--- config.mk ---
export PLATFORM = sky130hd
export DESIGN_NAME = ram_dump_ctrl
export DESIGN_NICKNAME = d
export VERILOG_FILES = /design/src/rtl/ram_dump_ctrl.sv
export SDC_FILE = /design/constraint.sdc
export NUM_CORES = 1
export LEC_CHECK = 0
export ABC_AREA = 1
export CAP_MARGIN = 10
export CORE_MARGIN = 1.5
export CORE_UTILIZATION = 49
export DETAILED_ROUTE_END_ITERATION = 16
export GPL_ROUTABILITY_DRIVEN = 0
export PLACE_DENSITY_LB_ADDON = 0.3
export SLEW_MARGIN = 25
export SYNTH_ARGS = -nofsm -noshare
export SYNTH_HDL_FRONTEND = slang
export SYNTH_SLANG_ARGS = --single-unit
--- constraint.sdc ---
create_clock -name clk -period 1.9 [get_ports clk]
set_input_delay 0.475 -clock clk [delete_from_list [all_inputs] [get_ports clk]]
set_output_delay 0.475 -clock clk [all_outputs]
set_load 0.005 [all_outputs]
--- src/rtl/ram_dump_ctrl.sv ---
// Streams one channel's circular capture RAM to the UART TX, oldest sample first,
// one byte per trmt/tx_done handshake.
module ram_dump_ctrl #(
  parameter int unsigned ENTRIES  = 384,
  parameter int unsigned LOG2     = 9,
  parameter int unsigned CHANNELS = 5
) (
  input  logic            clk,
  input  logic            rst_n,
  input  logic            dump_start,
  input  logic [2:0]      dump_chan,
  input  logic            dump_abort,
  input  logic [LOG2-1:0] waddr_last,
  input  logic [7:0]      rdata,
  input  logic            tx_done,
  output logic [2:0]      chan_sel,
  output logic [LOG2-1:0] raddr,
  output logic            rd_en,
  output logic [7:0]      tx_data,
  output logic            trmt,
  output logic            dump_busy,
  output logic            dump_done,
  output logic            dump_err
);

  typedef enum logic [1:0] {StIdle, StRead, StLatch, StWaitTx} state_e;

  // Last valid address doubles as the final byte index.
  localparam logic [LOG2-1:0] LastIdx = LOG2'(ENTRIES - 1);

  state_e          state_q, state_d;
  logic [LOG2-1:0] byte_cnt_q, byte_cnt_d;
  logic [LOG2-1:0] raddr_q, raddr_d;
  logic [2:0]      chan_sel_q, chan_sel_d;
  logic [7:0]      tx_data_q, tx_data_d;
  logic            trmt_q, trmt_d;
  logic            busy_q, busy_d;
  logic            done_q, done_d;
  logic            err_q, err_d;

  logic chan_valid;
  logic waddr_valid;

  assign chan_valid  = 32'(dump_chan) < CHANNELS;
  assign waddr_valid = 32'(waddr_last) < ENTRIES;

  always_comb begin
    state_d    = state_q;
    byte_cnt_d = byte_cnt_q;
    raddr_d    = raddr_q;
    chan_sel_d = chan_sel_q;
    tx_data_d  = tx_data_q;
    busy_d     = busy_q;
    trmt_d     = 1'b0;
    done_d     = 1'b0;
    err_d      = 1'b0;

    unique case (state_q)
      StIdle: begin
        if (dump_start) begin
          if (chan_valid) begin
            chan_sel_d = dump_chan;
            raddr_d    = waddr_valid ? waddr_last : '0;
            byte_cnt_d = '0;
            busy_d     = 1'b1;
            state_d    = StRead;
          end else begin
            err_d = 1'b1;
          end
        end
      end
      StRead: begin
        state_d = StLatch;
      end
      StLatch: begin
        tx_data_d = rdata;
        trmt_d    = 1'b1;
        state_d   = StWaitTx;
      end
      StWaitTx: begin
        if (tx_done) begin
          if (byte_cnt_q == LastIdx) begin
            done_d  = 1'b1;
            busy_d  = 1'b0;
            state_d = StIdle;
          end else begin
            byte_cnt_d = byte_cnt_q + 1'b1;
            // Wrap at the RAM depth, which need not be a power of two.
            raddr_d    = (raddr_q == LastIdx) ? '0 : raddr_q + 1'b1;
            state_d    = StRead;
          end
        end
      end
      default: begin
        state_d = StIdle;
      end
    endcase

    // Abort overrides everything, including a coincident tx_done.
    if (dump_abort && (state_q != StIdle)) begin
      state_d = StIdle;
      busy_d  = 1'b0;
      trmt_d  = 1'b0;
      done_d  = 1'b0;
    end
  end

  always_ff @(posedge clk or negedge rst_n) begin
    if (!rst_n) begin
      state_q    <= StIdle;
      byte_cnt_q <= '0;
      raddr_q    <= '0;
      chan_sel_q <= '0;
      tx_data_q  <= '0;
      trmt_q     <= 1'b0;
      busy_q     <= 1'b0;
      done_q     <= 1'b0;
      err_q      <= 1'b0;
    end else begin
      state_q    <= state_d;
      byte_cnt_q <= byte_cnt_d;
      raddr_q    <= raddr_d;
      chan_sel_q <= chan_sel_d;
      tx_data_q  <= tx_data_d;
      trmt_q     <= trmt_d;
      busy_q     <= busy_d;
      done_q     <= done_d;
      err_q      <= err_d;
    end
  end

  assign rd_en     = (state_q == StRead);
  assign chan_sel  = chan_sel_q;
  assign raddr     = raddr_q;
  assign tx_data   = tx_data_q;
  assign trmt      = trmt_q;
  assign dump_busy = busy_q;
  assign dump_done = done_q;
  assign dump_err  = err_q;

endmodule

# Yosys cells after proc, flatten, opt, wreduce, memory -nomap -nowiden
# Index checks and enable logic that the tools add are counted.
[word_totals]
word_cells = 68
output_inout_bits = 25
register_bits = 35
inputBits = 25
[classes]
n_mux = 33
n_lt_le_gt_ge = 2
n_addsub = 2
n_eq_ne = 13
n_reduce_logical = 9
[op_table]
columns = ["operator", "n"]
rows = [
  ["2-to-1 mux 9 bit", 10],
  ["case mux 9 bit (2 select lines)", 2],
  ["adder 9 x 1 -> 9 bit, second input constant", 2],
  ["equality test 9 bit, second input constant", 2],
  ["2-to-1 mux 1 bit", 15],
  ["inequality test 3 bit, second input constant", 4],
  ["AND reduction 5 bit", 2],
  ["< comparator 9 bit, second input constant", 1],
  ["2-to-1 mux 2 bit", 4],
  ["inequality test 2 bit, second input constant", 4],
  ["case mux 2 bit (4 select lines)", 1],
  ["AND reduction 3 bit", 2],
  ["equality test 2 bit, second input constant", 2],
  ["nonzero test 2 bit", 2],
  ["< comparator 3 bit, second input constant", 1],
  ["nonzero test 3 bit", 1],
  ["equality test 2 x 1 -> 1 bit, second input constant", 1],
  ["zero test 2 bit", 1],
  ["case mux 1 bit (2 select lines)", 1],
  ["logical AND 1 bit", 1],
]

# Longest topological paths before layout
# Gate-level depths: netlist (run 1).
[logic_depth]
word_depth = 5
ltp_mapped = 10
mapped_depth_nobuf = 9

# Worst setup path before layout (run 1)
# OpenSTA, ideal clock, no wires.
[synth_path]
path_kind = "reg2reg"
start = "reg state_q[0]"
end = "reg raddr_q[6], in the netlist raddr[6]"
stages_incl_launch_ff = 11
period_less_slack_ps = 1518
slack_ps = 382
setup_ps = 65
path_buffers = 1
required_ps = 1835
arrival_time_ps = 1453
path_cell_list = "dfrtp_1 > inv_1 > ha_1 > inv_2 > or2_1 > nand3_2 > inv_2 > nand2_8 > buf_8 > nand2_1 > nand2_1"
[synth_via]
elab_chain_len = 3
elab_cells_between_ends = 9
cone_classes = "eq/ne: 5; mux: 1; reduce/logical: 3"
[synth_rtl]
columns = ["element", "line", "source"]
rows = [
  ["start: declaration", "31", "state_e state_q, state_d;"],
  ["start signal: assignment", "110", "state_q <= StIdle;"],
  ["start signal: assignment", "120", "state_q <= state_d;"],
  ["equality test 2 bit / zero test 2 bit (equally long branches)", "58", "unique case (state_q)"],
  ["inequality test 2 bit (no line) / nonzero test 2 bit (equally long branches)", "n/a", ""],
  ["AND reduction 5 bit (no line)", "n/a", ""],
  ["end signal: assignment", "122", "raddr_q <= raddr_d;"],
  ["end: declaration", "33", "logic [LOG2-1:0] raddr_q, raddr_d;"],
]
# Several ways; a longest one is shown, not always the timed one.
# A chain may end at the register's enable or synchronous reset.

# Worst setup path after layout (run 1)
[layout_path]
start = "reg state_q[1]"
end = "out rd_en"
[layout_via]
elab_chain_len = 1
[layout_rtl]
columns = ["element", "line", "source"]
rows = [
  ["equality test 2 x 1 -> 1 bit", "132", "assign rd_en = (state_q == StRead);"],
  ["end: declaration", "18", "output logic rd_en,"],
]
# No other way between the ends.

==> results of run 1 <==
[how the worst max path moves through the flow]
stage / to / slack [ps] / depth (start not counted)
finish: rd_en / 50 / 3
global route: rd_en / 2 / 3
CTS: rd_en / 20 / 3
detailed placement: raddr[2] / -100 / 8
global placement: raddr[4] / -20 / 8
floorplan: raddr[6] / 380 / 10
[final cells by class]
class	count	area, sq um
clock buffers	5	68.82
flip-flops and latches	35	875.8
fillers	318	1095
multi-input cells	201	959.7
inverters	26	97.59
repair buffers	56	543.0
well taps	48	60.06
clock inverters	3	43.79
[per-stage QoR]
stage | cells | TNS (ps) | instance area [sq um] | utilization (%)
finish | 374 | 0 | 2649 | 70.76
global route | 374 | 0 | 2649 | 70.76
CTS | 373 | 0 | 2634 | 70.35
detailed placement | 364 | -942.1 | 2514 | 67.15
global placement | 364 | -191.1 | 2514 | 67.15
floorplan | 267 | 0 | 1959 | -
[per-layer routing]
layer	wire (microns)	global-route usage, %	share of wire [%]	up-vias
met5	0	0	0	-
met4	20	5.867	0.46	0
met3	270	5.622	6.2	2
met2	2199	38.88	50	57
met1	1899	26.41	43	853
li1	-	-	-	951
[flip-flops by register name (all words and copies together) (netlist names)]
register,cells
dump_err,1
tx_data,8
dump_busy,1
byte_cnt_q,9
dump_done,1
chan_sel,3
state_q,2
raddr,9
trmt,1
[logic make-up (layout without fill, tap and decap cells)]
group | after synthesis | in the layout | synth area share (%)
AO/OA/AOI/OAI | 16 | 16 | 4.789
XOR/XNOR | 3 | 3 | 1.341
adder cells (fa/ha/maj) | 6 | 6 | 3.831
buffers and inverters | 31 | 90 | 6.705
flip-flops | 35 | 35 | 44.70
AND/OR/NAND/NOR | 176 | 176 | 38.63
[worst max-delay path: cells and delay by family (launching register included)]
| kind | cells | cell delay (ps) |
|---|---|---|
| adders and majority gates | 1 | 130 |
| buffers and inverters | 2 | 550 |
| DFF | 1 | 400 |
[where the power goes]
| part | internal [mW] | switching [mW] |
|---|---|---|
| sequential | 0.994 | 0.201 |
| combinational | 0.803 | 0.859 |
| clock | 0.391 | 0.280 |
| total | 2.19 | 1.34 |
[synthesized netlist by cell type (all sizes together), types with 2 or more instances]
| library cell | count | area [sq um] |
|---|---|---|
| nand2 | 121 | 488.0 |
| dfrtp | 35 | 875.8 |
| inv | 25 | 93.84 |
| nand3 | 25 | 130.1 |
| nor2 | 22 | 90.09 |
| o21ai | 9 | 45.04 |
| ha | 6 | 75.07 |
| a21oi | 3 | 18.77 |
| clkbuf | 3 | 11.26 |
| nand4 | 3 | 18.77 |
| buf | 2 | 22.52 |
| nor3 | 2 | 10.01 |
| o21bai | 2 | 15.01 |
| xnor2 | 2 | 17.52 |
[what timing repair did]
| action | 4_1_cts | 5_1_grt |
|---|---|---|
| setup endpoints to repair | 1 | 13 |
| gates cloned | 0 | 0 |
| resized for setup | 1 | 1 |
| setup buffers | 1 | 1 |
==> key figures, run 1 <==
Floorplan
  – Die Ht: 66.24 microns
  – Die W: 66.24 microns
  – Die ar.: 4387 sq um
  – Floorplan Core Area: 3744 sq um
  – # rows: 22
  – Initial Util: 52.34%
  – Top-level I/O count: 50

Detailed routing
  – Drt wl/cell: 11.74 microns
  – Via density: 4.981
  – Antenna violation net count after detailed routing: 0
  – Drt total wl: 4389 microns
  – Iteration-0 DRC Markers: 95
  – Via count: 1863
  – Remaining DRCs: 0
  – Initial DRT Pass Iterations: 4

Run status
  – Outcome: completed

Setup path
  – CP max stage delay: 490 ps
  – WP data required: 1420 ps
  – Critical Path Source Type: register
  – CP Cell Sequence: inv_2 -> ha_1 -> clkdlybuf4s50_1
  – Slowest CP cell: clkdlybuf4s50_1
  – WP data arrival: 1380 ps
  – R2r setup slk: 160 ps
  – R2R depth: 9
  – FF-to-FF Start: state_q[1]
  – Worst-path fanout max: 2
  – Critical path origin: state_q[1]
  – R2r endpoint: byte_cnt_q[8]
  – Critical path class: reg2out
  – Worst setup EP type: primary output

STA
  – Max Slew Vio Count: 0
  – Setup Skew: 15.24 ps
  – Final hold slack: 476.7 ps
  – Measured slew at the worst slew-check pin: 427.5 ps
  – Final hold vios: 0
  – Worst setup margin: 48.65 ps
  – Max Clock Freq: 540.1 MHz
  – Max-slew headroom: 71.50%
  – Setup violators final: 0
  – Period utilization: 97.44%
  – Time the worst path needs with I/O delays and setup: 1851 ps
  – RSZ-0062 raised after global routing: no

Final layout
  – Most frequent cells in the layout: 117 x nand2_1, 49 x clkdlybuf4s50_1, 35 x dfrtp_1, 24 x nand3_1, 22 x inv_1
  – Ratio of cells with drive above 1 in the final layout: 7.669%
  – Diodes inserted: 0
  – # nets final: 356
  – Layout area overhead: 35.19%
  – Commonest non-fill, non-tap cell in the layout: nand2_1

Logic synthesis
  – Mapped Cells: 267
  – Synth cell types: 29
  – Post-synth top flop: dfrtp_1
  – Mean Syn Cell Area: 7.338 sq um
  – EDFF count, synth: 0
  – Syn nets: 298
  – Mapped cell area: 1959 sq um
  – Sequential area share after synthesis: 44.70%
  – Synth Warn #: 0
  – Flops & latches, synth: 35
  – Post-synth ARST share: 100.0%

Worst hold path
  – Hold path depth: 2
  – Worst hold start: tx_data[1]
  – Hold path endpoint: tx_data[1]
  – Hold Crit Class: reg2reg

Power
  – Pwr per Cell Area: 1332 nW/um^2
  – Peak VDD IR: 0.8145 mV
  – Static leakage: 1.336 nW
  – Total Power: 3.528 mW

GRT
  – Antenna violations before repair: 0
  – Tot GR Track Use: 22.02%
  – Largest net degree at the start of global routing: 36
  – Grt ovf: 0
  – Vias in the first global route: 1818
  – First-pass GRT wire length: 7590 microns

Run
  – Max Cap Viol: 0

Clock network
  – CTS sink count: 35
  – H-tree levels: 2
  – Clk slew on worst S/H paths: 80 ps
  – Clock root buffer: clkbuf_8
  – CTS tree: yes
  – Clock Latency Late Sink: 290 ps
  – Max clock buf depth: 2
  – Total CTS buffers: 5
  – CTS hold repair buffers: 0

Placement
  – Dpl ws: -98.60 ps
  – Port Buf Inserts: 49
  – Dpl hpwl: 3130 microns
Note: power is estimated with default switching activity, not from simulation.
==> inputs of run 2 (changes only) <==
--- a/config.mk
+++ b/config.mk
@@ -9,6 +9,7 @@
 export CAP_MARGIN = 10
 export CORE_MARGIN = 1.5
 export CORE_UTILIZATION = 49
+export CTS_CLUSTER_DIAMETER = 30
 export DETAILED_ROUTE_END_ITERATION = 16
 export GPL_ROUTABILITY_DRIVEN = 0
 export PLACE_DENSITY_LB_ADDON = 0.3
==> results of run 2 <==
Final layout, timing and power as in run 1 (identical DEF).
